==> src/rtl/load_store_unit_if.sv <==
// load_store_unit_if: req/ack data-memory bus between the LSU and memory.
// master drives the request side, slave returns ack and read data.
interface load_store_unit_if;
  logic        mem_req;
  logic        mem_we;
  logic [31:0] mem_addr;
  logic [31:0] mem_wdata;
  logic [3:0]  mem_be;
  logic        mem_ack;
  logic [31:0] mem_rdata;

  modport master (
    output mem_req, mem_we, mem_addr, mem_wdata, mem_be,
    input  mem_ack, mem_rdata
  );

  modport slave (
    input  mem_req, mem_we, mem_addr, mem_wdata, mem_be,
    output mem_ack, mem_rdata
  );
endinterface

==> src/rtl/load_store_unit.sv <==
// load_store_unit: multi-cycle B/H/W load/store over a req/ack memory bus.
// Define LSU_TIMEOUT_EN to abort BUSY after TIMEOUT_CYCLES without ack.
module load_store_unit #(
  parameter int unsigned TIMEOUT_CYCLES = 255
) (
  input  logic        clk,
  input  logic        rst,
  input  logic [31:0] address,
  input  logic [31:0] writedata,
  input  logic        memread,
  input  logic        memwrite,
  input  logic [2:0]  funct3,
  output logic [31:0] readdata,
  output logic        stall,
  output logic        misalign,
  output logic        bus_err,
  load_store_unit_if.master bus
);

  if (TIMEOUT_CYCLES < 1 || TIMEOUT_CYCLES > 65535) begin : g_bad_timeout
    $error("TIMEOUT_CYCLES out of range");
  end

  typedef enum logic [1:0] {IDLE, BUSY, DONE} state_t;

  state_t      state, state_nxt;
  logic        access, misal, start, abort;
  logic [3:0]  be_nxt;
  logic [31:0] wdata_nxt;
  logic [2:0]  f3_q;
  logic [1:0]  lo_q;
  logic        st_q;
  logic [31:0] rdata_q;
  logic [7:0]  byte_l;
  logic [15:0] half_l;
  logic [31:0] ext;

  assign access = memread | memwrite;

  always_comb begin
    misal = 1'b0;
    case (funct3[1:0])
      2'b01:   misal = address[0];
      2'b10:   misal = |address[1:0];
      default: misal = 1'b0;
    endcase
  end

  // gated by rst so stall/misalign read 0 while reset is held
  assign start    = rst & (state == IDLE) & access & ~misal;
  assign misalign = rst & (state == IDLE) & access & misal;
  assign stall    = start | (state == BUSY);

  always_comb begin
    be_nxt    = 4'b1111;
    wdata_nxt = writedata;
    case (funct3[1:0])
      2'b00: begin
        be_nxt    = 4'b0001 << address[1:0];
        wdata_nxt = {4{writedata[7:0]}};
      end
      2'b01: begin
        be_nxt    = address[1] ? 4'b1100 : 4'b0011;
        wdata_nxt = {2{writedata[15:0]}};
      end
      default: ;
    endcase
  end

`ifdef LSU_TIMEOUT_EN
  logic [15:0] cnt;
  logic        err_q;

  assign abort = (state == BUSY) & ~bus.mem_ack
               & (cnt == 16'(TIMEOUT_CYCLES - 1));

  always_ff @(posedge clk or negedge rst) begin
    if (!rst) begin
      cnt   <= '0;
      err_q <= 1'b0;
    end else if (start) begin
      cnt   <= '0;
      err_q <= 1'b0;
    end else if (state == BUSY && !bus.mem_ack) begin
      cnt <= cnt + 16'd1;
      if (abort) err_q <= 1'b1;
    end
  end

  assign bus_err = (state == DONE) & err_q;
`else
  assign abort   = 1'b0;
  assign bus_err = 1'b0;
`endif

  always_ff @(posedge clk or negedge rst) begin
    if (!rst) state <= IDLE;
    else      state <= state_nxt;
  end

  always_comb begin
    state_nxt = state;
    case (state)
      IDLE:    if (start) state_nxt = BUSY;
      BUSY:    if (bus.mem_ack || abort) state_nxt = DONE;
      DONE:    state_nxt = IDLE;
      default: state_nxt = IDLE;
    endcase
  end

  always_ff @(posedge clk or negedge rst) begin
    if (!rst) begin
      bus.mem_req   <= 1'b0;
      bus.mem_we    <= 1'b0;
      bus.mem_addr  <= '0;
      bus.mem_wdata <= '0;
      bus.mem_be    <= '0;
      f3_q          <= '0;
      lo_q          <= '0;
      st_q          <= 1'b0;
      rdata_q       <= '0;
    end else begin
      if (start) begin
        bus.mem_req   <= 1'b1;
        bus.mem_we    <= memwrite;
        bus.mem_addr  <= {address[31:2], 2'b00};
        bus.mem_wdata <= wdata_nxt;
        bus.mem_be    <= be_nxt;
        f3_q          <= funct3;
        lo_q          <= address[1:0];
        st_q          <= memwrite;
      end
      if (state == BUSY && bus.mem_ack) begin
        bus.mem_req <= 1'b0;
        rdata_q     <= bus.mem_rdata;
      end else if (abort) begin
        bus.mem_req <= 1'b0;
        rdata_q     <= '0;
      end
    end
  end

  assign byte_l = rdata_q[{lo_q, 3'b000} +: 8];
  assign half_l = lo_q[1] ? rdata_q[31:16] : rdata_q[15:0];

  always_comb begin
    ext = rdata_q;
    case (f3_q)
      3'd0:    ext = {{24{byte_l[7]}}, byte_l};
      3'd1:    ext = {{16{half_l[15]}}, half_l};
      3'd4:    ext = {24'h0, byte_l};
      3'd5:    ext = {16'h0, half_l};
      default: ext = rdata_q;
    endcase
  end

  assign readdata = (state == DONE && !st_q && !bus_err) ? ext : 32'h0;

endmodule
==> src/flat_wrapper.sv <==
// flat-port wrapper written by rule: the top's interface ports become plain ports
module load_store_unit_flat 
#(
  parameter int unsigned TIMEOUT_CYCLES = 255
)
  (clk, rst, address, writedata, memread, memwrite, funct3, readdata, stall, misalign, bus_err, bus_mem_req, bus_mem_we, bus_mem_addr, bus_mem_wdata, bus_mem_be, bus_mem_ack, bus_mem_rdata);
  load_store_unit_if bus_i ();
  input  logic clk;
  input  logic rst;
  input  logic [31:0] address;
  input  logic [31:0] writedata;
  input  logic memread;
  input  logic memwrite;
  input  logic [2:0] funct3;
  output logic [31:0] readdata;
  output logic stall;
  output logic misalign;
  output logic bus_err;
  output wire logic [$bits(bus_i.mem_req)-1:0] bus_mem_req;
  output wire logic [$bits(bus_i.mem_we)-1:0] bus_mem_we;
  output wire logic [$bits(bus_i.mem_addr)-1:0] bus_mem_addr;
  output wire logic [$bits(bus_i.mem_wdata)-1:0] bus_mem_wdata;
  output wire logic [$bits(bus_i.mem_be)-1:0] bus_mem_be;
  input wire logic [$bits(bus_i.mem_ack)-1:0] bus_mem_ack;
  input wire logic [$bits(bus_i.mem_rdata)-1:0] bus_mem_rdata;
  assign bus_mem_req = bus_i.mem_req;
  assign bus_mem_we = bus_i.mem_we;
  assign bus_mem_addr = bus_i.mem_addr;
  assign bus_mem_wdata = bus_i.mem_wdata;
  assign bus_mem_be = bus_i.mem_be;
  assign bus_i.mem_ack = bus_mem_ack;
  assign bus_i.mem_rdata = bus_mem_rdata;
  load_store_unit #(.TIMEOUT_CYCLES(TIMEOUT_CYCLES)) u_core (.clk(clk), .rst(rst), .address(address), .writedata(writedata), .memread(memread), .memwrite(memwrite), .funct3(funct3), .readdata(readdata), .stall(stall), .misalign(misalign), .bus_err(bus_err), .bus(bus_i));
endmodule
==> config.mk <==
export PLATFORM = sky130hd
export DESIGN_NAME = load_store_unit_flat
export DESIGN_NICKNAME = d
export VERILOG_FILES = /design/src/rtl/load_store_unit_if.sv /design/src/rtl/load_store_unit.sv /design/src/flat_wrapper.sv
export SDC_FILE = /design/constraint.sdc
export NUM_CORES = 1
export LEC_CHECK = 0
export CAP_MARGIN = 20
export CORE_MARGIN = 4
export CORE_UTILIZATION = 39
export CTS_BUF_LIST = sky130_fd_sc_hd__clkbuf_4 sky130_fd_sc_hd__clkbuf_8 sky130_fd_sc_hd__clkbuf_16
export DETAILED_ROUTE_END_ITERATION = 8
export PLACE_DENSITY = 0.81
export SKIP_LAST_GASP = 1
export SYNTH_ARGS = -nofsm -noshare
export SYNTH_HDL_FRONTEND = slang
export SYNTH_SLANG_ARGS = --single-unit
==> constraint.sdc <==
create_clock -name clk -period 1.97 [get_ports clk]
set_input_delay 0.2955 -clock clk [delete_from_list [all_inputs] [get_ports clk]]
set_output_delay 0.2955 -clock clk [all_outputs]
set_load 0.05 [all_outputs]
# ---- Word-level counts from Yosys, hierarchy flattened
# Cells that the tools add are included.
dict set report classes {
  n_shift 2
  eq_ne 9
  bitwise_logic 7
  reduce_logical 9
  mux 12
}
# op count
set ops {}
lappend ops {{case mux 32 bit (4 select lines)} 1}
lappend ops {{case mux 32 bit (2 select lines)} 1}
lappend ops {{2-to-1 mux 32 bit} 1}
lappend ops {{variable part select 32 x 6 -> 8 bit} 1}
lappend ops {{2-to-1 mux 16 bit} 1}
lappend ops {{case mux 4 bit (2 select lines)} 1}
lappend ops {{== test 3 bit (second input constant)} 2}
lappend ops {{bitwise AND 1 bit} 4}
lappend ops {{== test 2 x 1 -> 1 bit (second input constant)} 2}
lappend ops {{== test 2 bit (second input constant)} 2}
lappend ops {{zero test 2 bit} 2}
lappend ops {{2-to-1 mux 2 bit} 2}
lappend ops {{2-to-1 mux 4 bit} 1}
lappend ops {{case mux 2 bit (2 select lines)} 1}
lappend ops {{<< shifter 1 x 2 -> 4 bit (first input constant)} 1}
lappend ops {{== test 3 x 1 -> 1 bit (second input constant)} 1}
lappend ops {{zero test 3 bit} 1}
lappend ops {{logical AND 1 bit} 2}
lappend ops {{2-to-1 mux 1 bit} 2}
lappend ops {{!= test 2 x 1 -> 1 bit (second input constant)} 1}
lappend ops {{!= test 2 bit (second input constant)} 1}
lappend ops {{bitwise OR 1 bit} 2}
lappend ops {{case mux 1 bit (2 select lines)} 1}
lappend ops {{AND reduction 2 bit} 1}
lappend ops {{4 further kinds} 4}
dict set report word_totals {
  wordCells 48
  regBits 107
}

# ---- Logic depth before layout (Yosys ltp)
# Gate-level depths: netlist (run 1).
dict set report logic_depth {
  ltp_word 6
  mapped_depth 8
}

# ---- Least setup slack after synthesis (run 1)
# Ideal clock, no wire load.
dict set report synth_timing {
  path_kind {reg2out}
  start {register u_core.bus.mem_we (netlist name)}
  end {output port readdata[13]}
  required_time_ns 1.674
  stages_incl_launch_ff 5
  n_path_buf 1
  path_slack_ns -0.460
  arrival_time_ns 2.135
  cell_sequence {dfrtp_1 nor3b_2 clkbuf_1 o21ai_0 a21oi_1}
}
# item line_no
set synth_lines {}
lappend synth_lines {{end, declared} flat_wrapper.sv:15} ;# output logic [31:0] readdata;

# ---- Final worst setup path (run 1)
dict set report layout_timing {
  start {register u_core.lo_q[1]}
  end {output port readdata[14]}
}
dict set report layout_between {
  elab_chain_cells 3
}
# item line_no
set layout_rtl {}
lappend layout_rtl {{start, declared} load_store_unit.sv:31} ;# logic [1:0] lo_q;
lappend layout_rtl {{start signal, assigned} load_store_unit.sv:130} ;# lo_q <= address[1:0];
lappend layout_rtl {{variable part select 32 x 6 -> 8 bit or 2-to-1 mux 16 bit (tied branches)} {load_store_unit.sv:143, load_store_unit.sv:144}}
lappend layout_rtl {{case mux 32 bit (4 select lines) *} load_store_unit.sv:148} ;# case (f3_q)
lappend layout_rtl {{2-to-1 mux 32 bit *} load_store_unit.sv:157} ;# assign readdata = (state == DONE && !st_q && !bus_err) ? ext : 32'h0;
# Mark *: on every way between the ends. The rest lies on a longest branch, timed or not.

==> results_dict.tcl, run 1 <==
set metrics [dict create \
    grt_pass1_vias 4974 \
    mostFrequentLayoutCell "clkdlybuf4s50_1" \
    hp-class "input port to async pin" \
    use_met3 0.0549 \
    switching_share 0.449 \
    cts_sinks 107 \
    cp_cell_sequence "buf_12 > nand2b_1 > o22ai_4 > buf_4 > a21oi_4 > buf_6 > a21oi_4 > buf_12" \
    endpoint_kind "primary output" \
    die-width_um 123 \
    detail-route-antenna-nets 0 \
    clk_pin_slew_ps 60 \
    leakagePower_nw 3.89 \
    fin_util 0.696 \
    cts_buffers 9 \
    synth_top_area_frac 0.520 \
    power.share.clock 0.145 \
    violations "negative setup slack" \
    synth_area_per_cell_um2 10.3 \
    grt_pass1_wl_um 25300 \
    grt_max_degree 108 \
    syn-cell-area_um2 5150 \
    grt_overflow 0 \
    hpwl_um 12100 \
    grtUsageTotal 0.216 \
    insertion_delay_ps 340 \
    power_density_nw_per_um2 1430 \
    crit_fanout 7 \
    rows 41 \
    dp_slack_ps -425 \
    fill_cells 854 \
    combinationalPowerShare 0.552 \
    fin_crit_sh 1.16 \
    nets 845 \
    critPathSlowestCell "dfrtp_2" \
    busiest_layer "met2" \
    fp.dieH_um 123 \
    rsz0062_at_grt "true" \
    start_util 0.403 \
    maxSlewViolCount 0 \
    met1_usage 0.250 \
    layout_common_cells "167 x clkdlybuf4s50_1, 135 x nand2_1, 103 x dfrtp_1" \
    wire_per_inst_um 18.8 \
    tightest_slew_ps 557 \
    yosysWarnings 0 \
    skew_ps 8.59 \
    syn_inst 498 \
    finalHoldViolations 0 \
    p_total_mw 12.7 \
    setup_violations 34 \
    p_switching_mw 5.69 \
    antenna_cells 0 \
    synth-main-ff-cell "dfrtp_1" \
    cts_tree "done" \
    ios 209 \
    gp_congestion 0.874 \
    antenna_found_initial 0 \
    routed_wl_um 17200 \
    drcViolationCount 0 \
    startpoint_type "flop" \
    ys_ff_latch 107 \
    synth_cell_types 38 \
    dr.pass1.iters 5 \
    worst_ep_required_time_ps 1670 \
    irDropWorstVdd_v 0.000858 \
    clockBufferDepth 2 \
    cap_violations 0 \
    arrival_ps 1990 \
    die-area_um2 15100 \
    power.internal_mw 6.99 \
    synth.largest_area_cell "dfrtp_1" \
    crit_family "buffers and inverters" \
    max_freq_mhz 438 \
    relSlewSlack 0.625 \
    synth_edf_count 0 \
    first_iter_violations 329 \
    htreeDepth 3 \
    seq_power_share 0.303 \
    drive_gt1_frac 0.277 \
    yosys-top-cells-area "dfrtp_1 52%, nand2_1 11%, mux2_1 9.8%, mux2_2 7.2%, o21ai_0 2.2%" \
    path_buf_inv 4 \
    core_um2 12800 \
    ys_seq_area_frac 0.520 \
    dr_total_vias 4727 \
    port_buffers 205 \
    cts_root_buf "clkbuf_16" \
    syn_to_final_growth_pct 72.6 \
    via_per_inst 5.17 \
    async_flop_share 1.00 \
    fin_crit_ps 2280 \
    status "complete, but fails checks" \
    fin_ws_ps -312 \
    use_met2 0.372 \
    critPathMaxStageDelay_ps 430 \
    crit_type "flop to primary output" \
]
-- flip-flops by register name (all words and copies together) (netlist names) --
name                  cells
u_core.bus.mem_we         1
u_core.state              2
u_core.rdata_q           32
u_core.bus.mem_addr      30
u_core.bus.mem_req        1
u_core.bus.mem_be         4
u_core.f3_q               3
u_core.bus.mem_wdata     32
u_core.lo_q               2
-- worst paths after layout --
check                           slack [ps]                    start  depth (start not counted)                 endpoint
worst max-delay path                  -310           u_core.lo_q[1]                          8             readdata[14]
max in group asynchronous             1480                      rst                          2           u_core.f3_q[1]
worst max register to register          60          u_core.state[0]                          8           u_core.lo_q[0]
worst min-delay path                    60                      rst                          2       u_core.rdata_q[15]
worst min register to register         490  u_core.bus.mem_addr[22]                          1  u_core.bus.mem_addr[22]
min in group clk                       470                funct3[0]                          3           u_core.f3_q[0]
-- synth_stat cells, drive strengths merged (2+ instances only) --
library cell	n
inv	13
nor2b	2
a31oi	7
a22oi	8
o21ai	23
o22ai	5
o221a	7
nor2	14
a21oi	11
buf	19
nand2	151
mux2i	6
a22o	9
clkbuf	16
nand2b	5
ha	3
dfrtp	107
mux2	78
-- stage by stage --
stage,cell area (um2),TNS (ps),cells,hold WS (ps)
after floorplan,5220,-1260,500,-0.0911
after global placement,7960,-24470,873,444
after detailed placement,7960,-28380,873,455
after CTS,8680,-6820,907,81.4
after global routing,8890,-10300,915,107
final,8890,-8410,915,60.0
-- power by group through the flow --
stage | clock [mW] | combinational, mW | sequential, mW
floorplan | 0 | 1.84 | 5.60
global placement | 0 | 5.91 | 3.71
detailed placement | 0 | 6.02 | 3.78
CTS | 1.88 | 6.57 | 3.78
global route | 1.97 | 7.32 | 3.94
finish | 1.84 | 7.00 | 3.84
-- layout make-up --
type                            count  area, um2  share of cell area
Clock buffer                       12        254              0.0286
Clock inverter                      4       48.8             0.00549
Timing Repair Buffer              262       2990               0.337
Inverter                           14       57.6             0.00647
Tap cell                          172        215              0.0242
Sequential cell                   107       2690               0.302
Multi-Input combinational cell    344       2640               0.297
-- logic make-up after synthesis --
family / count (synthesis) / synth area share
buffers and inverters: 49 / 0.0498
and+or+nand+nor: 178 / 0.138
adders and majority gates: 3 / 0.00729
other: 1 / 0.000728
DFF: 107 / 0.520
AOI/OAI and AO/OA: 76 / 0.102
muxes: 84 / 0.182
-- layer usage --
metal	vias up	part of all wire
li1	2173	-
met1	2292	0.38
met2	216	0.50
met3	46	0.073
met4	0	0.041
met5	-	0
-- what timing repair did --
item / CTS / global route
hold buffers: 0 / 0
pin swaps: 17 / 10
buffers inserted: 15 / 9
setup endpoints to repair: 93 / 96
gates resized for setup: 58 / 34
cloned: 3 / 0
No activity file was read; power rests on OpenSTA's default activity.
==> run 2, diff against run 1 <==
--- a/config.mk
+++ b/config.mk
@@ -11,6 +11,7 @@
 export CTS_BUF_LIST = sky130_fd_sc_hd__clkbuf_4 sky130_fd_sc_hd__clkbuf_8 sky130_fd_sc_hd__clkbuf_16
 export DETAILED_ROUTE_END_ITERATION = 8
 export PLACE_DENSITY = 0.81
+export SKIP_CTS_REPAIR_TIMING = 1
 export SKIP_LAST_GASP = 1
 export SYNTH_ARGS = -nofsm -noshare
 export SYNTH_HDL_FRONTEND = slang
==> run 2 against run 1 <==
The run still ends with negative setup slack left. Core utilization fell by 1.5 points. Clock skew rose by 1.2 ps. Via count down 2.8%. Setup slack better by 45 ps. Sequential power about the same. Sequential share of layout area rose by 0.64 points. Register-to-register slack better by 40 ps. Cell area is 2.2% lower. Combinational power shrank 5.4%.
==> results_dict.tcl, run 2 (synthesis results as in run 1) <==
set metrics [dict create \
    grtUsageTotal 0.202 \
    p_total_mw 12.3 \
    endpoint_kind "primary output" \
    fin_crit_ps 2240 \
    gp_congestion 0.874 \
    grt_pass1_wl_um 23800 \
    startpoint_type "flop" \
    fin_ws_ps -267 \
    dr.pass1.iters 5 \
    layout_common_cells "168 x clkdlybuf4s50_1, 135 x nand2_1, 104 x dfrtp_1" \
    wire_per_inst_um 18.0 \
    clk_pin_slew_ps 60 \
    irDropWorstVdd_v 0.000858 \
    crit_fanout 8 \
    rows 41 \
    cap_violations 0 \
    max_freq_mhz 447 \
    clockBufferDepth 2 \
    detail-route-antenna-nets 0 \
    drcViolationCount 0 \
    power_density_nw_per_um2 1410 \
    grt_pass1_vias 4727 \
    grt_overflow 0 \
    r2r-start "u_core.state[0]" \
    antenna_found_initial 0 \
    dp_slack_ps -425 \
    violations "negative setup slack" \
    antenna_cells 0 \
    arrival_ps 1940 \
    tightest_slew_ps 558 \
    hp-class "input port to async pin" \
    insertion_delay_ps 340 \
    cts_sinks 107 \
    fill_cells 894 \
    ios 209 \
    skew_ps 9.78 \
    first_iter_violations 291 \
    status "complete, but fails checks" \
    core_um2 12800 \
    routed_wl_um 16300 \
    cts_root_buf "clkbuf_16" \
    die-area_um2 15100 \
    largestRegisters "u_core.bus.mem_wdata x32, u_core.rdata_q x32, u_core.bus.mem_addr x30" \
    fin_crit_sh 1.14 \
    cts_buffers 9 \
    leakagePower_nw 3.82 \
    r2r-end "u_core.bus.mem_wdata[26]" \
    fp.dieH_um 123 \
    cts_tree "done" \
    relSlewSlack 0.627 \
    finalHoldViolations 0 \
    via_per_inst 5.07 \
    hpwl_um 12100 \
    dr_total_vias 4596 \
    syn_to_final_growth_pct 68.8 \
    drive_gt1_frac 0.257 \
    die-width_um 123 \
    r2r_setup_slack_ps 100 \
    rr_worst_depth 6 \
    htreeDepth 3 \
    maxSlewViolCount 0 \
    grt_max_degree 108 \
    rsz0062_at_grt "true" \
    setup_violations 32 \
    nets 836 \
    crit_type "flop to primary output" \
    port_buffers 205 \
    worst_ep_required_time_ps 1670 \
    mostFrequentLayoutCell "clkdlybuf4s50_1" \
    start_util 0.403 \
]
==> run 2: power by group <==
group	leakage [nW]	switching, mW	internal [mW]	total, mW
Combinational	2.38	3.99	2.64	6.62
Clock	0.154	0.778	1.05	1.83
Sequential	1.28	0.689	3.12	3.81
Total	3.82	5.45	6.81	12.3
==> run 2: cell type report <==
type | count | area [um2] | share of cell area
Clock inverter | 4 | 48.8 | 0.00561
Clock buffer | 12 | 254 | 0.0292
Tap cell | 172 | 215 | 0.0248
Timing Repair Buffer | 253 | 2910 | 0.335
Inverter | 14 | 57.6 | 0.00662
Sequential cell | 107 | 2680 | 0.308
Multi-Input combinational cell | 344 | 2530 | 0.291
==> run 2: how the worst max path moves through the flow <==
stage | slack, ps | start | endpoint | depth (start not counted)
after floorplan | -240 | u_core.lo_q[1] | readdata[10] | 5
after global placement | -370 | funct3[1] | u_core.bus.mem_wdata[29] | 7
after detailed placement | -420 | funct3[1] | u_core.bus.mem_wdata[26] | 7
after CTS | -550 | u_core.lo_q[0] | readdata[12] | 5
after global routing | -360 | u_core.lo_q[1] | readdata[29] | 7
final | -270 | u_core.lo_q[1] | readdata[29] | 7
==> run 2: metal layers <==
layer	wire length [um]	track usage	share of wire	vias to the layer above
met1	6410	0.240	0.39	2231
met3	1120	0.0522	0.069	38
met4	579	0.0938	0.035	0
li1	-	-	-	2153
met2	8230	0.344	0.50	174
met5	0	0	0	-
==> run 2: critical path, cell delays in order (launching register included) <==
cell       delay (ps)
dfrtp_1           390
buf_12            140
mux2i_2           250
nor2b_2            90
o2111ai_4         290
clkbuf_16         220
nand2_2            70
buf_12            150
==> run 2: through the flow <==
| stage | area (um2) | utilization | cells | setup TNS [ps] | hold slack [ps] |
|---|---|---|---|---|---|
| final | 8690 | 0.681 | 906 | -7020 | 59.6 |
| after global routing | 8690 | 0.681 | 906 | -9520 | 107 |
| after global placement | 7960 | 0.623 | 873 | -24470 | 444 |
| after floorplan | 5220 | - | 500 | -1260 | -0.0911 |
| after detailed placement | 7960 | 0.623 | 873 | -28380 | 455 |
| after CTS | 8260 | 0.647 | 889 | -11550 | 81.4 |
==> run 3, diff against run 2 <==
--- a/config.mk
+++ b/config.mk
@@ -10,9 +10,12 @@
 export CORE_UTILIZATION = 39
 export CTS_BUF_LIST = sky130_fd_sc_hd__clkbuf_4 sky130_fd_sc_hd__clkbuf_8 sky130_fd_sc_hd__clkbuf_16
 export DETAILED_ROUTE_END_ITERATION = 8
+export GPL_TIMING_DRIVEN = 0
+export MAX_ROUTING_LAYER = met4
 export PLACE_DENSITY = 0.81
 export SKIP_CTS_REPAIR_TIMING = 1
 export SKIP_LAST_GASP = 1
+export SLEW_MARGIN = 20
 export SYNTH_ARGS = -nofsm -noshare
 export SYNTH_HDL_FRONTEND = slang
 export SYNTH_SLANG_ARGS = --single-unit
==> run 3 against run 2 <==
Hold slack got worse by 170 ps. Total power decreased by 4.9%. Critical path type unchanged. Via count decreased by 1.1%. Sequential cell count unchanged. Final cell count increased by 0.22%. The run ends with negative hold slack, negative setup slack left.
==> results_dict.tcl, run 3 (synthesis results as in run 1) <==
set metrics [dict create \
    cap_violations 0 \
    port_buffers 205 \
    met1_usage 0.275 \
    grt_overflow 0 \
    power_density_nw_per_um2 1420 \
    dr_total_vias 4547 \
    first_iter_violations 317 \
    rr_worst_depth 7 \
    crit_fanout 5 \
    cts_sinks 107 \
    cts_root_buf "clkbuf_16" \
    max_freq_mhz 437 \
    holdWs_ps -111 \
    rows 41 \
    arrival_ps 1990 \
    irDropWorstVdd_v 0.00114 \
    worst_ep_required_time_ps 1670 \
    htreeDepth 3 \
    syn_to_final_growth_pct 59.0 \
    dp_slack_ps -1490 \
    relSlewSlack 0.637 \
    gp_congestion 0.912 \
    setup_violations 33 \
    via_per_inst 5.01 \
    power.share.clock 0.150 \
    fin_crit_sh 1.16 \
    grt_max_degree 60 \
    die-area_um2 15100 \
    finalHoldViolations 48 \
    fp.dieH_um 123 \
    r2r-start "u_core.state[0]" \
    fin_area_um2 8190 \
    dr.pass1.iters 4 \
    hp-class "input port to async pin" \
    cts_tree "done" \
    fin_crit_ps 2290 \
    fin_util 0.641 \
    drcViolationCount 0 \
    fin_ws_ps -316 \
    nets 838 \
    core_um2 12800 \
    layout_common_cells "168 x clkdlybuf4s50_1, 135 x nand2_1, 105 x dfrtp_1" \
    use_met2 0.348 \
    wire_per_inst_um 17.8 \
    grt_pass1_wl_um 24400 \
    antenna_found_initial 0 \
    drive_gt1_frac 0.231 \
    seq_power_share 0.322 \
    fin_tns_setup_ps -8620 \
    fin_cells 908 \
    grt_pass1_vias 4633 \
    crit_type "flop to primary output" \
    dp.cells 878 \
    clockBufferDepth 2 \
    largestRegisters "u_core.bus.mem_wdata x32, u_core.rdata_q x32, u_core.bus.mem_addr x30" \
    combinationalPowerShare 0.528 \
    clk_pin_slew_ps 70 \
    violations "negative hold slack, negative setup slack" \
    tightest_slew_ps 543 \
    die-width_um 123 \
    r2r-end "u_core.bus.mem_wdata[16]" \
    power.internal_mw 6.37 \
    status "complete, but fails checks" \
    ios 209 \
    dpl-instance-area_um2 7520 \
    p_switching_mw 5.28 \
    routed_wl_um 16200 \
    mostFrequentLayoutCell "clkdlybuf4s50_1" \
    start_util 0.403 \
    p_total_mw 11.7 \
    r2r_setup_slack_ps 90 \
    startpoint_type "flop" \
    endpoint_kind "primary output" \
    hpwl_um 12200 \
    grtUsageTotal 0.217 \
    skew_ps 9.39 \
    switching_share 0.453 \
    rsz0062_at_grt "true" \
    leakagePower_nw 3.67 \
    insertion_delay_ps 350 \
    busiest_layer "met2" \
    antenna_cells 0 \
    maxSlewViolCount 0 \
    cts_buffers 9 \
    use_met3 0.0503 \
    detail-route-antenna-nets 0 \
]
## run 3: cell count changes in the layout (fill, tap and decap cells not counted), moves of 3 or more
cell	delta
a21oi_2	+4
buf_12	-40
buf_2	+3
buf_4	-17
buf_6	+25
buf_8	+8
clkbuf_1	+9
clkbuf_2	+6
clkbuf_4	+8
clkinv_2	-3
mux2_2	+3
mux2_4	-3
nor2_1	+6
nor2_2	-4
## run 3: layout make-up
cell class / count / area, um2
fill: 993 / 4590
sequential: 107 / 2680
multi-input combinational: 344 / 2420
timing repair buffer: 221 / 2290
clock buffer: 13 / 262
buffer: 34 / 244
tap: 172 / 215
inverter: 14 / 55.1
clock inverter: 3 / 23.8
## run 3: worst max-delay path, cell delays in order (launching register included)
cell and delay [ps]:
dfrtp_2 460, mux2i_2 300, o22ai_4 140, o2111ai_4 320
clkbuf_16 220, nand2_2 50, buf_8 140
## run 3: worst max path at each step
stage                     cells past startpoint            from            to  slack (ps)
final                                         6  u_core.lo_q[0]  readdata[23]        -320
after global routing                          6  u_core.lo_q[0]  readdata[23]        -430
after floorplan                               5  u_core.lo_q[1]  readdata[10]        -240
after global placement                        7             rst         stall       -4880
after CTS                                    10       funct3[1]         stall       -1510
after detailed placement                     10       funct3[1]         stall       -1490
## run 3: layer usage
layer / routed length, um / part of all wire / vias up
li1: - / - / 2144
met4: 359 / 0.022 / 0
met3: 1030 / 0.064 / 25
met5: 0 / 0 / -
met2: 8160 / 0.50 / 152
met1: 6650 / 0.41 / 2226
## run 3: power by group through the flow
stage	logic [mW]	registers, mW	clock network [mW]
after global routing	6.47	3.86	1.89
after global placement	5.74	3.69	0
after floorplan	1.84	5.60	0
final	6.16	3.75	1.75
after CTS	5.86	3.71	1.80
after detailed placement	5.84	3.74	0
